--- src/rtl/bus_source_mux.sv ---
// Registered read-side bus driver: encodes one-hot source strobes, captures the chosen word,
// flags multi-driver conflicts and counts transfers. Define BUS_PRIORITY_EN for lowest-index-wins arbitration.
module bus_source_mux #(
  parameter int unsigned DATA_WIDTH = 32,
  parameter int unsigned NUM_SRC    = 8,
  parameter int unsigned SEL_WIDTH  = 3,
  parameter logic [DATA_WIDTH-1:0] IDLE_VALUE = '0
) (
  input  logic                          clock,
  input  logic                          clear,
  input  logic [NUM_SRC*DATA_WIDTH-1:0] src_data,
  input  logic [NUM_SRC-1:0]            src_out,
  input  logic                          conflict_ack,
  output logic [DATA_WIDTH-1:0]         BusMuxOut,
  output logic                          bus_valid,
  output logic [SEL_WIDTH-1:0]          bus_sel,
  output logic                          conflict,
  output logic [15:0]                   xfer_count
);

  localparam int unsigned CNT_WIDTH = 16;

`ifdef BUS_PRIORITY_EN
  localparam bit PRIORITY_EN = 1'b1;
`else
  localparam bit PRIORITY_EN = 1'b0;
`endif

  typedef enum logic [1:0] {
    IDLE     = 2'd0,
    DRIVE    = 2'd1,
    CONFLICT = 2'd2
  } state_t;

  state_t                state;
  logic                  any_c;
  logic                  multi_c;
  logic                  take_c;
  logic [SEL_WIDTH-1:0]  low_idx_c;
  logic [DATA_WIDTH-1:0] sel_word_c;

  // Lowest asserted source and its word; with a single strobe this is the only source.
  always_comb begin
    low_idx_c  = '0;
    sel_word_c = '0;
    for (int i = NUM_SRC - 1; i >= 0; i--) begin
      if (src_out[i]) begin
        low_idx_c  = SEL_WIDTH'(i);
        sel_word_c = src_data[i*DATA_WIDTH +: DATA_WIDTH];
      end
    end
    any_c   = |src_out;
    multi_c = |(src_out & (src_out - NUM_SRC'(1)));
    take_c  = any_c && (!multi_c || PRIORITY_EN);
  end

  always_ff @(posedge clock) begin
    if (clear) begin
      state      <= IDLE;
      BusMuxOut  <= IDLE_VALUE;
      bus_valid  <= 1'b0;
      bus_sel    <= '0;
      conflict   <= 1'b0;
      xfer_count <= '0;
    end else begin
      case (state)
        IDLE, DRIVE: begin
          bus_valid <= 1'b0;
          // Ack in a non-conflict state only matters when priority mode left the flag set.
          if (PRIORITY_EN && conflict_ack) conflict <= 1'b0;
          if (multi_c) conflict <= 1'b1;
          if (take_c) begin
            BusMuxOut  <= sel_word_c;
            bus_sel    <= low_idx_c;
            bus_valid  <= 1'b1;
            xfer_count <= xfer_count + CNT_WIDTH'(1);
            state      <= DRIVE;
          end else if (multi_c) begin
            state <= CONFLICT;
          end else begin
            state <= IDLE;
          end
        end
        CONFLICT: begin
          bus_valid <= 1'b0;
          if (conflict_ack) begin
            conflict <= 1'b0;
            state    <= IDLE;
          end
        end
        default: begin
          bus_valid <= 1'b0;
          state     <= IDLE;
        end
      endcase
    end
  end

endmodule

--- config.mk ---
export PLATFORM = sky130hd
export DESIGN_NAME = bus_source_mux
export DESIGN_NICKNAME = d
export VERILOG_FILES = /design/src/rtl/bus_source_mux.sv
export SDC_FILE = /design/constraint.sdc
export NUM_CORES = 1
export LEC_CHECK = 0
export BUFFER_PORTS_ARGS = -buffer_cell sky130_fd_sc_hd__buf_2
export CAP_MARGIN = 20
export CORE_AREA = 3 3 124 126
export DETAILED_ROUTE_END_ITERATION = 10
export DIE_AREA = 0 0 127 129
export HOLD_SLACK_MARGIN = 0.08
export SLEW_MARGIN = 25
export SYNTH_ARGS = -nofsm -noshare
export SYNTH_HDL_FRONTEND = slang
export SYNTH_SLANG_ARGS = --single-unit
--- constraint.sdc ---
create_clock -name clock -period 1.95 [get_ports clock]
set_input_delay 0.0975 -clock clock [delete_from_list [all_inputs] [get_ports clock]]
set_output_delay 0.0975 -clock clock [all_outputs]
set_load 0.05 [all_outputs]
# Yosys cells after proc, flatten, opt, wreduce, memory -nomap -nowiden
# Cells that the tools add are included.
word_totals:
  register_bits: 55
  in_bits: 267
  out_inout_bits: 53
  elab_cells: 48
classes:
  add_sub_neg: 2
  n_eq_ne: 4
  muxes: 24
  bitwise_logic: 2
  n_reduce_logical: 10
op_table:
  columns: ["operator", "count"]
  rows:
  - ["2-to-1 mux 32 bit", 8]
  - ["2-to-1 mux 3 bit", 8]
  - ["adder 16 x 1 -> 16 bit, second input constant", 1]
  - ["OR reduction 8 bit", 2]
  - ["bitwise AND 8 bit", 1]
  - ["subtractor 8 x 1 -> 8 bit, second input constant", 1]
  - ["2-to-1 mux 2 bit", 3]
  - ["!= test 2 bit, second input constant", 2]
  - ["case mux 2 bit (2 select lines)", 1]
  - ["OR reduction 2 bit", 2]
  - ["2-to-1 mux 1 bit", 3]
  - ["AND reduction 3 bit", 1]
  - ["== test 2 x 1 -> 1 bit, second input constant", 1]
  - ["== test 2 bit, second input constant", 1]
  - ["logical NOT 2 bit", 1]
  - ["case mux 1 bit (2 select lines)", 1]
  - ["AND reduction 2 bit", 1]
  - ["nonzero test 2 bit", 1]
  - ["logical AND 1 bit", 1]
  - ["logical NOT 1 bit", 1]
  - ["inverter 1 bit", 1]

# Longest topological paths before layout
# Gate-level depths: netlist of the first run.
depth:
  depth_word: 8
  ltp_mapped: 10
  ltp_nobuf: 6

# Least setup slack after synthesis of the first run
# OpenSTA, ideal clock, no wires.
synth_path:
  path_kind: "register to register"
  startpoint: "register xfer_count[6]"
  endpoint: "register xfer_count[15]"
  setup_ps: 70
  arrival_time_ps: 1905
  t_required_ps: 1880
  slack_ps: -26
  stages_incl_launch_ff: 7
  path_buffers: 0
  period_less_slack_ps: 1976
  path_cell_list: "dfxtp_1 > and3_1 > nand3_1 > nor2_1 > nand3_1 > or4_1 > a21oi_1"
synth_between:
  elab_chain_len: 1
synth_rtl:
  columns: ["element", "line_no", "source"]
  rows:
  - ["start: declaration", "18", "output logic [15:0] xfer_count"]
  - ["start signal: assignment", "76", "xfer_count <= xfer_count + CNT_WIDTH'(1);"]
  - ["adder 16 x 1 -> 16 bit", "76", null]
# Every way passes these cells.
# A chain may end at the register's enable or synchronous reset.

# Worst setup path after layout of the first run
# Ends and elaborated chain as after synthesis.

==> results.tsv, run 1 <==
metric	value	unit
outcome	complete, no violations	
cts-buffers-inserted	5	
synthCells	487	
initial_core_util	0.262	
layout_min_cycle_time	1.72	ns
place_hpwl	14.8	mm
switchingPower	0.843	mW
cts_tree	yes	
timing.critical_path.mode_cell	nand3_1	
p_leak	2.63	nW
critical_path.cell_chain	and3_1 -> nand3_1 -> nor2_1 -> nand3_1 -> or4_1 -> a21oi_1	
post_cts_buffers	0	
worst-path-max-fanout	5	
cp_slowest_cell	or4_1	
ys_ff_latch	55	
yosysTopAreaCellShare	0.291	
yosysWarnings	0	
switching_share	0.299	
combPwrFrac	0.269	
dpl_cell_area	5760	um2
synth.distinct_cells	39	
dp_cells	969	
timing.fmax	581	MHz
die_y	129	um
cts.sinks	55	
setup_violations	0	
overflow	0	
irDropWorstVdd	0.325	mV
die_x	127	um
synthTopCellsByArea	dfxtp_1 (29%), a221oi_1 (13%), o2111ai_1 (6.7%)	
tightest_slew	0.550	ns
insertion_delay	0.30	ns
report.final.hold_viol_count	0	
fin_area	5910	um2
die-area	16400	um2
post_drt_wl_per_cell	19.5	um
hold_path_class	input pin to flip-flop	
drt_iter0_drc	392	
syn_nets	755	
rows	44	
crit_arrival	1.95	ns
drt-pass1-iter-count	5	
cts-root-buf	clkbuf_16	
drive_above_1_share	0.470	
post_cts_resized	0	
synth_most_common_cell	a221oi_1	
max_slew_margin	0.634	
syn_area_per_cell	7.77	um2
clockBufferDepth	2	
period_share	0.883	
rsz0062_at_grt	no	
ant_nets	0	
synth_common_cells	a221oi_1 (58), dfxtp_1 (55), a21oi_1 (48)	
maxCapViolCount	0	
syn2layout_area_growth	56.2	%
maxSlewViolCount	0	
finalClockSkew	0.00658	ns
grt_pass1_wl	27.8	mm
nets	1061	
synth_edf_count	0	
synth_ff_type	dfxtp_1	
critPathLaunchType	flip-flop	
powerDensity	477	nW/um2
slowest_delay	0.43	ns
cts.htree.levels	2	
vias_per_cell	5.51	
place_congestion	0.921	
wl	19.1	mm
cp.required	2.18	ns
vias	5394	
synth_area_leader_cell	dfxtp_1	
fin_cells	979	
fin_hold_ws	0.138	ns
final_core_util	0.410	
seq_power_share	0.403	
grt_use_total	0.215	
route.detailed.drc	0	
first_global_vias	5058	
crit_type	flip-flop to flip-flop	
ios	320	
worstSetupEndpointType	flip-flop	
tns	0	ns
core_area	14400	um2
pwr-share-clk	0.328	
antenna_found_initial	1	
yosysSeqAreaShare	0.291	
grt_max_degree	33	
syn_area	3790	um2
p_int	1.98	mW
cp_top_family	simple AND/OR/NAND/NOR gates	
crit_buf_inv	0	
portBuffers	319	
synthArstFlopShare	0	
clk_pin_slew	0.08	ns
stage by stage:
step	worst slack [ns]	power [mW]
after global routing	0.0566	2.96
after global placement	0.0667	1.91
after floorplan	0.0195	1.48
final	0.228	2.82
after detailed placement	0.0290	1.91
after CTS	0.250	2.84
placed cells by master (no fill, tap or decap), types with 2 or more instances in the layout:
| cell | count |
|---|---|
| nand4_1 | 3 |
| buf_2 | 319 |
| or4_1 | 3 |
| nand2_1 | 43 |
| nor4_1 | 3 |
| a221o_1 | 6 |
| nor3_1 | 4 |
| dfxtp_2 | 2 |
| nor2b_1 | 4 |
| buf_12 | 8 |
| or2_2 | 3 |
| o211ai_1 | 2 |
| or3_1 | 5 |
| xor2_1 | 8 |
| o31ai_1 | 33 |
| clkbuf_16 | 5 |
| o22ai_1 | 32 |
| nor2_1 | 21 |
| o2111ai_1 | 29 |
| nand2b_1 | 30 |
| a21oi_1 | 48 |
| o21ai_0 | 5 |
| a221oi_1 | 58 |
| a211oi_1 | 5 |
| buf_4 | 26 |
| nand3_1 | 9 |
| dfxtp_1 | 53 |
| inv_1 | 5 |
| and3_1 | 4 |
final timing paths:
kind,endpoint,cells after the start,startpoint,slack (ns)
worst min register to register,BusMuxOut[20],2,BusMuxOut[20],0.45
worst max register to register,xfer_count[15],6,xfer_count[6],0.23
worst max-delay path,xfer_count[15],6,xfer_count[6],0.23
worst min-delay path,BusMuxOut[24],3,src_data[56],0.14
timing repair:
action	CTS	global route
hold buffers	1	0
setup endpoints to repair	0	0
hold endpoints to repair	1	0
area by class of cell:
cell class | instances | area (um2)
Fill cell | 1563 | 8510
Multi-Input combinational cell | 371 | 2450
Timing Repair Buffer | 354 | 1960
Sequential cell | 55 | 1100
Tap cell | 184 | 230
Clock buffer | 6 | 129
Inverter | 6 | 22.5
Clock inverter | 2 | 16.3
Antenna cell | 1 | 2.50
layer usage:
layer,up-vias,GRT usage,part of all wire
li1,2563,-,-
met4,0,0.0492,0.017
met3,26,0.0390,0.071
met2,256,0.351,0.48
met5,-,0,0
met1,2549,0.296,0.43
cells by family (layout without fill, tap and decap cells):
family | count (synthesis) | in the layout | share of synthesized area
adder cells (fa/ha/maj) | 1 | 1 | 0.00330
AND/OR/NAND/NOR | 138 | 138 | 0.187
buffers and inverters | 61 | 368 | 0.0644
flip-flops | 55 | 55 | 0.291
XOR/XNOR | 9 | 9 | 0.0208
other | 0 | 1 | 0
AO/OA/AOI/OAI | 223 | 223 | 0.434
power by group through the flow:
stage               Sequential [mW]  Combinational (mW)  Clock [mW]
floorplan                      1.19               0.294           0
global placement               1.16               0.750           0
detailed placement             1.16               0.751           0
CTS                            1.14               0.755       0.949
global route                   1.14               0.826       0.996
finish                         1.14               0.759       0.924
flip-flops by register name, indices dropped and copies added, names as in the netlist:
register and flops:
BusMuxOut 32, xfer_count 16, bus_sel 3, state 2, bus_valid 1, conflict 1
worst min-delay path: stages:
cell       delay (ns)
buf_2            0.07
o2111ai_1        0.11
a21oi_1          0.12
Note: power is estimated with default switching activity, not from simulation.
==> run 2: changes to the inputs <==
BUFFER_PORTS_ARGS = -buffer_cell sky130_fd_sc_hd__clkbuf_2   (was -buffer_cell sky130_fd_sc_hd__buf_2)
==> results.tsv, run 2 (same netlist as run 1, synthesis figures left out) <==
metric	value	unit	change
timing.fmax	583	MHz	+0.34%
pwr-share-clk	0.354		+0.026
switchingPower	0.814	mW	-3.5%
min_from	src_data[37]		
post_drt_wl_per_cell	19.4	um	-0.36%
ios	320		unchanged
core_area	14400	um2	unchanged
finalClockSkew	0.00407	ns	-0.00251 ns
maxSlewViolCount	0		unchanged
worstSetupEndpointType	flip-flop		
cts-hold-fix-buffers	1		unchanged
cts-root-buf	clkbuf_16		
combPwrFrac	0.257		-0.012
power	2.92	mW	+3.4%
diodes	0		-1
cts.htree.levels	2		unchanged
wl	19.0	mm	-0.56%
powerDensity	493	nW/um2	+3.4%
cp.required	2.17	ns	about the same
hold_path_end	BusMuxOut[5]		
vias	5345		-0.91%
post_cts_buffers	0		unchanged
cts.sinks	55		unchanged
grt_max_degree	37		+12%
drt_iter0_drc	339		-14%
gr-usage-met2	0.359		+0.00716
p_int	2.10	mW	+6.4%
die_y	129	um	unchanged
setup_violations	0		unchanged
syn2layout_area_growth	56.2	%	unchanged
largest_reg_flops	32		unchanged
crit_type	flip-flop to flip-flop		
initial_core_util	0.262		unchanged
critPathLaunchType	flip-flop		
place_hpwl	15.1	mm	+1.5%
portBuffers	319		unchanged
min_path_cells	3		unchanged
overflow	0		unchanged
place_congestion	0.891		-3.3%
rrSetupSlack	0.23	ns	about the same
r2r_cells	6		unchanged
clockBufferDepth	2		unchanged
gr-usage-met1	0.280		-0.0164
rows	44		unchanged
tns	0	ns	unchanged
r2r_start	xfer_count[8]		
drt-pass1-iter-count	4		-1
die-area	16400	um2	unchanged
final_cell_mix	clkbuf_2 (319), a221oi_1 (58), dfxtp_1 (53)		
insertion_delay	0.29	ns	about the same
vias_per_cell	5.47		-0.71%
die_x	127	um	unchanged
maxCapViolCount	0		unchanged
cts-buffers-inserted	5		unchanged
outcome	complete, no violations		
worst-path-max-fanout	4		-1
hold_path_class	input pin to flip-flop		
period_share	0.880		-0.00300
max_slew_margin	0.616		-0.0176
post_cts_resized	0		unchanged
switching_share	0.279		-0.0199
final_common_cell	clkbuf_2		
busiest_layer	met2		
cts_tree	yes		
report.final.hold_viol_count	0		unchanged
rsz0062_at_grt	no		
route.detailed.drc	0		unchanged
clk_pin_slew	0.07	ns	about the same
nets	1060		-0.094%
r2r_end	xfer_count[15]		
drive_above_1_share	0.469		-0.000669
p_leak	2.64	nW	+0.51%
tightest_slew	0.576	ns	+0.0263 ns
irDropWorstVdd	0.336	mV	+3.6%
ant_nets	0		unchanged
layout_min_cycle_time	1.72	ns	-0.00586 ns
antenna_found_initial	0		-1
regMostFlops	BusMuxOut		
seq_power_share	0.390		-0.013
grt_pass1_wl	27.7	mm	-0.47%
crit_arrival	1.93	ns	-0.02 ns
grt_use_met3	0.0531		+0.0141
reg_top3	BusMuxOut (32), xfer_count (16), bus_sel (3)		
first_global_vias	5085		+0.53%
grt_use_total	0.215		about the same
[run 2: worst max path at each step]
stage	start	end	slack [ns]
2_1_floorplan	xfer_count[0]	xfer_count[14]	0.02
3_3_place_gp	src_out[0]	xfer_count[13]	0.10
3_5_place_dp	src_out[0]	xfer_count[13]	0.05
4_1_cts	xfer_count[8]	xfer_count[15]	0.25
5_1_grt	xfer_count[6]	xfer_count[15]	0.04
6_report	xfer_count[8]	xfer_count[15]	0.23
[run 2: power groups by stage]
stage | combinational [mW] | sequential (mW) | clock, mW
final | 0.748 | 1.14 | 1.03
after global routing | 0.817 | 1.14 | 1.11
after CTS | 0.750 | 1.14 | 1.06
after detailed placement | 0.745 | 1.16 | 0
after global placement | 0.745 | 1.16 | 0
after floorplan | 0.294 | 1.19 | 0
[run 2: stage by stage]
stage | util | hold slack (ns) | area [um2] | instances | worst slack, ns
6_report | 0.410 | 0.136 | 5910 | 977 | 0.234
5_1_grt | 0.410 | 0.163 | 5910 | 977 | 0.0369
4_1_cts | 0.410 | 0.138 | 5910 | 977 | 0.247
3_5_place_dp | 0.398 | 0.389 | 5740 | 968 | 0.0531
3_3_place_gp | 0.398 | 0.391 | 5740 | 968 | 0.104
2_1_floorplan | - | 0.275 | 3790 | 487 | 0.0195
[run 2: metal layers]
metal / vias to the layer above / share of wire
met2: 250 / 0.48
met5: - / 0
li1: 2550 / -
met4: 0 / 0.019
met1: 2518 / 0.42
met3: 27 / 0.079
[run 2: layout make-up]
cell class,count,area (um2)
Fill cell,1525,8510
Multi-Input combinational cell,371,2450
Timing Repair Buffer,353,1940
Sequential cell,55,1100
Tap cell,184,230
Clock buffer,6,129
Clock inverter,2,38.8
Inverter,6,22.5
[run 2: worst max-delay path: stages, from the launching register on]
cell	delay (ns)
dfxtp_1	0.38
and3_1	0.23
nand3_1	0.12
nor2_1	0.18
nand3_1	0.16
or4_1	0.42
a21oi_1	0.15
